## src/rtl/seven_segment_pkg.sv

```systemverilog
// Shared definitions for the seven-segment display capture block:
// the hex glyph set (active-low, bit 6 = A .. bit 0 = G), the scanner
// state encoding and the dwell-length helper.
package seven_segment_pkg;

    localparam int unsigned SEG_W = 7;

    // Active-low glyphs; a 0 bit lights the segment.
    localparam logic [SEG_W-1:0] GLYPH_0 = 7'b0000001;
    localparam logic [SEG_W-1:0] GLYPH_1 = 7'b1001111;
    localparam logic [SEG_W-1:0] GLYPH_2 = 7'b0010010;
    localparam logic [SEG_W-1:0] GLYPH_3 = 7'b0000110;
    localparam logic [SEG_W-1:0] GLYPH_4 = 7'b1001100;
    localparam logic [SEG_W-1:0] GLYPH_5 = 7'b0100100;
    localparam logic [SEG_W-1:0] GLYPH_6 = 7'b0100000;
    localparam logic [SEG_W-1:0] GLYPH_7 = 7'b0001111;
    localparam logic [SEG_W-1:0] GLYPH_8 = 7'b0000000;
    localparam logic [SEG_W-1:0] GLYPH_9 = 7'b0000100;
    localparam logic [SEG_W-1:0] GLYPH_A = 7'b0001000;
    localparam logic [SEG_W-1:0] GLYPH_B = 7'b1100000;
    localparam logic [SEG_W-1:0] GLYPH_C = 7'b0110001;
    localparam logic [SEG_W-1:0] GLYPH_D = 7'b1000010;
    localparam logic [SEG_W-1:0] GLYPH_E = 7'b0110000;
    localparam logic [SEG_W-1:0] GLYPH_F = 7'b0111000;

    // Index n holds the glyph for hex value n.
    localparam logic [15:0][SEG_W-1:0] GLYPH_TABLE = {
        GLYPH_F, GLYPH_E, GLYPH_D, GLYPH_C, GLYPH_B, GLYPH_A, GLYPH_9, GLYPH_8,
        GLYPH_7, GLYPH_6, GLYPH_5, GLYPH_4, GLYPH_3, GLYPH_2, GLYPH_1, GLYPH_0
    };

    typedef enum logic {
        ST_IDLE = 1'b0,
        ST_SCAN = 1'b1
    } state_t;

    // Expected per-digit dwell in clock cycles.
    function automatic int unsigned dwell_clocks(input int unsigned clk_hz,
                                                 input int unsigned dwell_us);
        return clk_hz / 32'd1_000_000 * dwell_us;
    endfunction

endpackage

```

## src/rtl/seven_segment_decode.sv

```systemverilog
// Combinational glyph decoder: active-low segment pattern to hex nibble.
// Patterns outside the 16 hex glyphs decode to 0 with bad raised.
module seven_segment_decode
    import seven_segment_pkg::*;
(
    input  logic [6:0] pattern,
    output logic [3:0] hex,
    output logic       bad
);

    // Table match; glyphs are unique so at most one entry hits.
    always_comb begin
        hex = 4'h0;
        bad = 1'b1;
        for (int i = 0; i < 16; i++) begin
            if (pattern == GLYPH_TABLE[i]) begin
                hex = 4'(i);
                bad = 1'b0;
            end
        end
    end

endmodule

```

## src/rtl/seven_segment_capture.sv

```systemverilog
// Passive capture of a multiplexed seven-segment display bus into whole
// decoded frames. A frame is handed out when every digit has been seen and
// the anode pattern next changes. Optional dwell-time checking is built
// only when SEVEN_SEGMENT_DWELL_CHECK_EN is defined; otherwise err_dwell is 0.
module seven_segment_capture
    import seven_segment_pkg::*;
#(
    parameter int unsigned NUM_DIGITS    = 8,
    parameter int unsigned CLK_FREQUENCY = 100_000_000,
    parameter int unsigned DWELL_US      = 1000,
    parameter int unsigned DWELL_TOL     = 2
) (
    input  logic                    clk,
    input  logic                    rst,
    input  logic [6:0]              segments,
    input  logic                    dp_out,
    input  logic [NUM_DIGITS-1:0]   an_out,
    input  logic                    frame_ready,
    input  logic                    err_clear,
    output logic                    frame_valid,
    output logic [4*NUM_DIGITS-1:0] frame_value,
    output logic [NUM_DIGITS-1:0]   frame_dp,
    output logic [NUM_DIGITS-1:0]   frame_bad,
    output logic                    err_multi_anode,
    output logic                    err_dwell,
    output logic                    err_overrun
);

    localparam int unsigned DWELL_CLOCKS = dwell_clocks(CLK_FREQUENCY, DWELL_US);

    // Reject unusable configurations at elaboration.
    if (NUM_DIGITS < 1 || NUM_DIGITS > 16 || DWELL_TOL >= DWELL_CLOCKS) begin : g_bad_cfg
        $error("seven_segment_capture: unsupported NUM_DIGITS or dwell configuration");
    end

    state_t                  state;
    state_t                  state_next;
    logic [NUM_DIGITS-1:0]   an_out_d;
    logic [NUM_DIGITS-1:0]   collected;
    logic [4*NUM_DIGITS-1:0] work_value;
    logic [NUM_DIGITS-1:0]   work_dp;
    logic [NUM_DIGITS-1:0]   work_bad;

    logic [NUM_DIGITS-1:0]   an_low_c;
    logic                    one_low_c;
    logic                    multi_c;
    logic                    changed_c;
    logic                    in_scan_c;
    logic                    complete_c;
    logic                    deliver_c;
    logic                    overrun_c;
    logic [3:0]              dec_hex;
    logic                    dec_bad;

    seven_segment_decode u_decode (
        .pattern (segments),
        .hex     (dec_hex),
        .bad     (dec_bad)
    );

    // Anode classification and frame hand-off conditions.
    always_comb begin
        an_low_c   = ~an_out;
        one_low_c  = (an_low_c != '0) &&
                     ((an_low_c & (an_low_c - NUM_DIGITS'(1))) == '0);
        multi_c    = (an_low_c != '0) && !one_low_c;
        changed_c  = (an_out != an_out_d);
        in_scan_c  = (state == ST_SCAN);
        complete_c = in_scan_c && changed_c && (&collected);
        deliver_c  = complete_c && (!frame_valid || frame_ready);
        overrun_c  = complete_c && frame_valid && !frame_ready;
    end

    // State register.
    always_ff @(posedge clk or posedge rst) begin
        if (rst) begin
            state <= ST_IDLE;
        end else begin
            state <= state_next;
        end
    end

    // Leave IDLE on the first single-digit cycle; SCAN persists until reset.
    always_comb begin
        state_next = state;
        case (state)
            ST_IDLE: if (one_low_c) state_next = ST_SCAN;
            ST_SCAN: state_next = ST_SCAN;
            default: state_next = ST_IDLE;
        endcase
    end

    // Previous anode pattern for change detection.
    always_ff @(posedge clk or posedge rst) begin
        if (rst) begin
            an_out_d <= '1;
        end else begin
            an_out_d <= an_out;
        end
    end

    // Digits seen in the current frame; a completion restarts it with the digit sampled now.
    always_ff @(posedge clk or posedge rst) begin
        if (rst) begin
            collected <= '0;
        end else if (complete_c) begin
            collected <= one_low_c ? an_low_c : '0;
        end else if (one_low_c) begin
            collected <= collected | an_low_c;
        end
    end

    // Working copy of the decoded digits, updated only on single-digit cycles.
    always_ff @(posedge clk or posedge rst) begin
        if (rst) begin
            work_value <= '0;
            work_dp    <= '0;
            work_bad   <= '0;
        end else begin
            for (int i = 0; i < int'(NUM_DIGITS); i++) begin
                if (one_low_c && an_low_c[i]) begin
                    work_value[4*i +: 4] <= dec_hex;
                    work_dp[i]           <= dp_out;
                    work_bad[i]          <= dec_bad;
                end
            end
        end
    end

    // Output frame with valid/ready hold; a completion during a stall is dropped.
    always_ff @(posedge clk or posedge rst) begin
        if (rst) begin
            frame_valid <= 1'b0;
            frame_value <= '0;
            frame_dp    <= '0;
            frame_bad   <= '0;
        end else if (deliver_c) begin
            frame_valid <= 1'b1;
            frame_value <= work_value;
            frame_dp    <= work_dp;
            frame_bad   <= work_bad;
        end else if (frame_valid && frame_ready) begin
            frame_valid <= 1'b0;
        end
    end

    // Sticky anode and overrun errors; a set wins over a simultaneous clear.
    always_ff @(posedge clk or posedge rst) begin
        if (rst) begin
            err_multi_anode <= 1'b0;
            err_overrun     <= 1'b0;
        end else begin
            err_multi_anode <= (err_multi_anode && !err_clear) || multi_c;
            err_overrun     <= (err_overrun && !err_clear) || overrun_c;
        end
    end

`ifdef SEVEN_SEGMENT_DWELL_CHECK_EN
    localparam int unsigned DWELL_LO = DWELL_CLOCKS - DWELL_TOL;
    localparam int unsigned DWELL_HI = DWELL_CLOCKS + DWELL_TOL;
    localparam int unsigned CNT_W    = $clog2(DWELL_HI + 2) + 1;

    logic [CNT_W-1:0] dwell_cnt;
    logic             exempt;
    logic [CNT_W:0]   held_c;
    logic             dwell_bad_c;

    // Cycles the outgoing pattern was on the bus, including its first cycle.
    always_comb begin
        held_c      = {1'b0, dwell_cnt} + (CNT_W+1)'(1);
        dwell_bad_c = in_scan_c && changed_c && !exempt &&
                      ((held_c < (CNT_W+1)'(DWELL_LO)) || (held_c > (CNT_W+1)'(DWELL_HI)));
    end

    // Saturating dwell counter; the first change in SCAN ends a partial dwell and is not judged.
    always_ff @(posedge clk or posedge rst) begin
        if (rst) begin
            dwell_cnt <= '0;
            exempt    <= 1'b1;
        end else if (!in_scan_c) begin
            dwell_cnt <= '0;
            exempt    <= 1'b1;
        end else if (changed_c) begin
            dwell_cnt <= '0;
            exempt    <= 1'b0;
        end else if (dwell_cnt != '1) begin
            dwell_cnt <= dwell_cnt + CNT_W'(1);
        end
    end

    // Sticky dwell error.
    always_ff @(posedge clk or posedge rst) begin
        if (rst) begin
            err_dwell <= 1'b0;
        end else begin
            err_dwell <= (err_dwell && !err_clear) || dwell_bad_c;
        end
    end
`else
    assign err_dwell = 1'b0;
`endif

endmodule

```

## config.mk

```make
export PLATFORM = sky130hd
export DESIGN_NAME = seven_segment_capture
export DESIGN_NICKNAME = d
export VERILOG_FILES = /design/src/rtl/seven_segment_pkg.sv /design/src/rtl/seven_segment_decode.sv /design/src/rtl/seven_segment_capture.sv
export SDC_FILE = /design/constraint.sdc
export NUM_CORES = 1
export LEC_CHECK = 0
export CORE_ASPECT_RATIO = 0.9
export CORE_MARGIN = 3
export CORE_UTILIZATION = 45
export CTS_BUF_LIST = sky130_fd_sc_hd__clkbuf_8
export CTS_CLUSTER_DIAMETER = 100
export DETAILED_ROUTE_END_ITERATION = 10
export PLACE_DENSITY = 0.78
export SYNTH_ARGS = -nofsm -noshare
export SYNTH_HDL_FRONTEND = slang
export SYNTH_HIERARCHICAL = 1
export SYNTH_SLANG_ARGS = --single-unit
```

## constraint.sdc

```tcl
create_clock -name clk -period 4.42 [get_ports clk]
set_input_delay 0.884 -clock clk [delete_from_list [all_inputs] [get_ports clk]]
set_output_delay 0.884 -clock clk [all_outputs]
set_load 0.005 [all_outputs]
```

# After elaboration in Yosys (flattened, before gate mapping)
# Index checks and enable logic that the tools add are counted.
# Widths: inputs -> output; s select.
dict set report word_totals {
  latch_bits 0
  mem_count 0
  input_bits 20
  out_inout_bits 52
  romBits 0
  regBits 116
  ramBits 0
}
dict set report op_classes {
  bitwise_logic 4
  addsub 1
  n_mux 38
  n_mul 0
  shifts 0
  reduce_logical 31
  n_eq_ne 16
  div_mod_pow 0
  magnitude_cmp 0
}
# cell n
set op_table {}
lappend op_table {{$eq 7x6->1 const B} 5}
lappend op_table {{$mux 4} 8}
lappend op_table {{$eq 7x7->1 const B} 4}
lappend op_table {{$mux 8} 3}
lappend op_table {{$mux 1} 20}
lappend op_table {{$logic_and 1x1->1} 18}
lappend op_table {{$eq 7x3->1 const B} 2}
lappend op_table {{$eq 7x4->1 const B} 2}
lappend op_table {{$mux 3} 4}
lappend op_table {{$and 8x8->8} 1}
lappend op_table {{$logic_not 8->1} 1}
lappend op_table {{$ne 8x8->1} 1}
lappend op_table {{$not 8->8} 1}
lappend op_table {{$or 8x8->8} 1}
lappend op_table {{$reduce_and 8->1} 1}
lappend op_table {{$reduce_bool 8->1} 1}
lappend op_table {{$sub 8x1->8 const B} 1}
lappend op_table {{$eq 7x1->1 const B} 1}
lappend op_table {{$eq 7x5->1 const B} 1}
lappend op_table {{$logic_not 7->1} 1}
lappend op_table {{$logic_not 1->1} 4}
lappend op_table {{$mux 2} 2}
lappend op_table {{$reduce_bool 2->1} 2}
lappend op_table {{$logic_or 1x1->1} 3}
lappend op_table {{other kinds (2)} 2}

# Logic depth before layout (Yosys ltp)
dict set report depth {
  ltp_word 17
  mapped_depth 7
}

# By module
# Netlist, hierarchy kept.
# mod area_each_um2 cells_each instances
set modules_own_cells {}
lappend modules_own_cells {seven_segment_capture 4569.4 293 1}
lappend modules_own_cells {seven_segment_decode 356.6 51 1}

# Worst setup path before layout
# Ideal clock, no wire load.
dict set report synth_timing {
  path_kind {input -> register}
  startpoint {in an_out[1]}
  endpoint {reg frame_bad[0]}
  required_ns 4.293
  setup_slack_ns 2.099
  cell_stages 7
  arrival_time_ns 2.193
  path_buffers 3
  setup_time_ns 0.127
  path_cell_list {buf_4 > xnor2_1 > nand4_1 > o211ai_1 > buf_4 > buf_6 > mux2_1}
}
dict set report synth_between {
  elab_chain_len 4
}
# element line_no
set synth_lines {}
lappend synth_lines {{from (decl)} seven_segment_capture.sv:17} ;# input logic [NUM_DIGITS-1:0] an_out,
lappend synth_lines {{$ne 8x8->1} seven_segment_capture.sv:67} ;# changed_c = (an_out != an_out_d);
lappend synth_lines {{$logic_and 1x1->1 (2 in series)} seven_segment_capture.sv:69} ;# complete_c = in_scan_c && changed_c && (&collected);
lappend synth_lines {{$logic_and 1x1->1} seven_segment_capture.sv:70} ;# deliver_c = complete_c && (!frame_valid || frame_ready);
lappend synth_lines {{to (signal assigned)} seven_segment_capture.sv:141} ;# frame_bad <= work_bad;
lappend synth_lines {{to (decl)} seven_segment_capture.sv:23} ;# output logic [NUM_DIGITS-1:0] frame_bad,
# Every way passes these cells.
# A chain may end at the register's enable or synchronous reset.

# Worst setup path after layout
dict set report layout_timing {
  startpoint {in segments[2]}
  endpoint {reg work_bad[0]}
}
dict set report layout_between {
  elab_chain_len 17
  word_cells_on_any_way 32
}
# element line_no
set layout_lines {}
lappend layout_lines {{from (decl)} seven_segment_capture.sv:15} ;# input logic [6:0] segments,
lappend layout_lines {{$eq 7x1->1} seven_segment_decode.sv:16} ;# if (pattern == GLYPH_TABLE[i]) begin
lappend layout_lines {{$mux 1 (15 in series)} seven_segment_decode.sv:16}
lappend layout_lines {{$mux 1 (*)} seven_segment_decode.sv:16}
lappend layout_lines {{named net dec_bad} seven_segment_capture.sv:53} ;# logic dec_bad;
lappend layout_lines {{to (signal assigned)} seven_segment_capture.sv:118} ;# work_bad <= '0;
lappend layout_lines {{to (signal, indexed assignment)} seven_segment_capture.sv:124} ;# work_bad[i] <= dec_bad;
lappend layout_lines {{to (decl)} seven_segment_capture.sv:42} ;# logic [NUM_DIGITS-1:0] work_bad;
# The timed path passes the listed nets; every way through them passes the cells marked *.

==> key figures <==
Detailed routing
  – DRC: 0
  – DR pass1 iterations: 5
  – Metal-1 WL: 4.464 mm
  – WL met2: 4.787 mm
  – Top Layer Used: met4
  – Metal3 WL: 490 um
  – Vias/cell: 5.436
  – WL final: 9.915 mm
  – Via count: 3028
  – WL per Instance: 17.80 um
  – Post-route ant nets: 0
  – Detailed Route Iter0 Violations: 160

Global routing
  – GRT overflow: 0
  – GRT Util Overall: 17.46%
  – Number of global-route vias before repair: 3225
  – Largest net degree at the start of global routing: 67
  – Initial antenna violation count: 0
  – First-pass GRT wire length: 16.46 mm

STA
  – Hold Fails Final Rpt: 0
  – Worst Skew: 0.01328 ns
  – Fmax: 325.7 MHz
  – RSZ-0062 raised after global routing: false
  – Setup violators final: 0
  – Setup TNS: 0 ns
  – Shortest period the worst path allows: 3.070 ns
  – Period utilization: 69.45%
  – Actual slew at the worst max-slew pin: 1.062 ns
  – Slew margin rel.: 28.68%
  – Slew Viols, Final: 0
  – Setup WS post-layout: 1.350 ns
  – WHS: 0.4753 ns

Synthesis
  – Asr flop ratio synth: 100.0%
  – Cell Area, Synth: 0.004926 sq mm
  – Synthesized net count: 364
  – Ys Warns: 6
  – Register area share after synthesis: 59.13%
  – Top FF cell, synth: dfrtp_1
  – Cells after Synth: 344
  – EDFF count, synth: 0
  – Mean Syn Cell Area: 14.32 sq um
  – #FFs+latches synth: 116
  – Post-synth cell types: 50

Die
  – I/O pin count: 72
  – Die span in y: 105.3 um
  – Core Region: 0.01047 sq mm
  – Starting Density: 47.07%
  – Std cell rows: 35
  – DIE AREA: 0.01224 sq mm
  – Die X-Extent: 116.3 um

Pwr
  – Internal power: 1.768 mW
  – Switch Pwr: 0.4904 mW
  – Flop pwr share: 49.4%
  – Logic pwr share: 5.8%
  – Static Leak: 2.923 nW
  – Pwr Density: 370.0 mW/mm^2
  – VDD IR max: 236.1 uV
  – Sw frac: 21.71%
  – Clock power share: 44.8%

Cells and area
  – Commonest non-fill, non-tap cell in the layout: dfrtp_1
  – Most frequent cells in the layout: dfrtp_1, mux2_2, clkdlybuf4s50_1
  – Area grow syn2layout: 23.93%
  – Share of cells above drive strength 1: 30.84%
  – Fin cells: 557
  – Ant diodes: 0
  – Fin nets: 436
  – Number of filler cells placed in the layout: 809

Critical path
  – Max FO, Critical Path: 11
  – CP bufs+invs: 1
  – Critical Path Source Type: input pin
  – CP cell instances: clkdlybuf4s50_1, nand2b_1, or3b_1, nand3_2, nor3_1, mux2_2
  – Worst R2R Setup Slack: 2.31 ns
  – Worst Reg2Reg Path Length in Cells: 5
  – CP arrival: 3.41 ns
  – R2R Path End: frame_value[26]
  – Crit Path Class: in2reg
  – Crit path max-delay family: simple AND/OR/NAND/NOR gates
  – Biggest cell delay along the critical path: 0.91 ns
  – FF-to-FF Start: an_out_d[6]
  – Crit. End Element: flop
  – Highest-delay cell along the critical path: nor3_1
  – Critical path data required time: 4.76 ns

Clock network
  – Root buf cell: clkbuf_8
  – Num CTS Buffers: 17
  – Number of hold buffers added after cts: 0
  – Clock slew at reported path FFs: 0.06 ns
  – Clk Latency, worst-skew pair: 0.41 ns
  – CTS max path bufs: 2
  – H-tree Lvls: 4
  – CTS tree: yes
  – Post-CTS sizing: 0
  – Clk sinks: 116
  – Post-CTS Setup Bufs: 0

Place
  – Hpwl dp: 6.518 mm
  – Port Buf Inserts: 70
  – Placed cells: 526
  – Pre-CTS setup slack: 0.9123 ns
  – GP Congestion: 0.8273

Worst hold path
  – Worst hold stages: 1
  – Hold WC Path Type: reg2reg
  – Min-delay src: collected[3]
  – Hold endpoint: collected[3]

Outcome
  – Outcome: finished, final reports clean

Run
  – Max Cap Viol: 0
==> worst max path at each step <==
stage,from,endpoint,slack (ns),depth (start not counted)
3_5_place_dp,segments[3],work_bad[0],0.91,6
4_1_cts,segments[2],work_bad[0],1.35,6
5_1_grt,segments[3],work_bad[0],1.14,6
6_report,segments[2],work_bad[0],1.35,6
2_1_floorplan,rst,collected[0],0.48,1
3_3_place_gp,segments[2],work_bad[7],0.98,6
==> power by group through the flow <==
stage	Combinational (mW)	Sequential [mW]	Clock, mW
after floorplan	0.0964	1.13	0
after global placement	0.128	1.13	0
after detailed placement	0.133	1.13	0
after CTS	0.134	1.12	1.03
after global routing	0.147	1.12	1.08
final	0.132	1.12	1.01
==> through the flow <==
stage / util, % / instance area [sq um] / total power, mW
floorplan: - / 4926 / 1.226
global placement: 54.33 / 5687 / 1.261
detailed placement: 54.33 / 5687 / 1.268
CTS: 58.33 / 6105 / 2.284
global route: 58.33 / 6105 / 2.349
finish: 58.33 / 6105 / 2.259
==> layer usage <==
| layer | up-vias | track usage, % |
|---|---|---|
| met5 | - | 0 |
| met4 | 0 | 6.877 |
| met3 | 15 | 4.650 |
| met2 | 76 | 27.00 |
| met1 | 1554 | 23.39 |
| li1 | 1383 | - |
==> registers in the layout, summed over array words and instances, names as in the netlist, 8 cells and up <==
signal,cells
frame_dp,8
frame_bad,8
work_bad,8
collected,8
frame_value,32
work_value,32
work_dp,8
an_out_d,8
==> cell type report <==
| type | count | area, sq um | share of cell area (%) |
|---|---|---|---|
| Inverter | 5 | 21.27 | 0.3484 |
| Sequential cell | 116 | 2913 | 47.71 |
| Clock inverter | 10 | 128.9 | 2.111 |
| Multi-Input combinational cell | 202 | 1848 | 30.27 |
| Timing Repair Buffer | 74 | 743.2 | 12.17 |
| Clock buffer | 21 | 289.0 | 4.735 |
| Tap cell | 129 | 161.4 | 2.644 |
==> synth_stat cells (all sizes together) (6+ instances only) <==
| library cell | count | share of area, % |
|---|---|---|
| nand2 | 9 | 0.69 |
| nor2 | 7 | 0.53 |
| nand4 | 6 | 1.0 |
| a21o | 8 | 1.2 |
| dfrtp | 108 | 55 |
| nor3 | 6 | 0.71 |
| mux2 | 96 | 22 |
| a21oi | 8 | 0.81 |
| dfstp | 8 | 4.3 |
| nand2b | 6 | 0.76 |
| xnor2 | 11 | 2.0 |
| buf | 21 | 3.0 |
==> cells by family after synthesis <==
family	Yosys count	share of synthesized area (%)
flip-flops	116	59.13
multiplexers	96	21.95
AND/OR/NAND/NOR	55	7.900
AO/OA/AOI/OAI	36	5.055
buffers and inverters	26	3.353
XOR/XNOR	12	2.134
adder cells (fa/ha/maj)	2	0.4064
other	1	0.07613
==> worst register-to-register path: cells and delay by family, from the launching register on <==
kind | cells | cell delay (ns)
AO/OA/AOI/OAI | 1 | 0.18
XOR/XNOR | 1 | 0.12
buffers and inverters | 1 | 0.56
flip-flops | 1 | 0.53
multiplexers | 1 | 0.45
AND/OR/NAND/NOR | 1 | 0.15
Note: power is estimated with default switching activity, not from simulation.
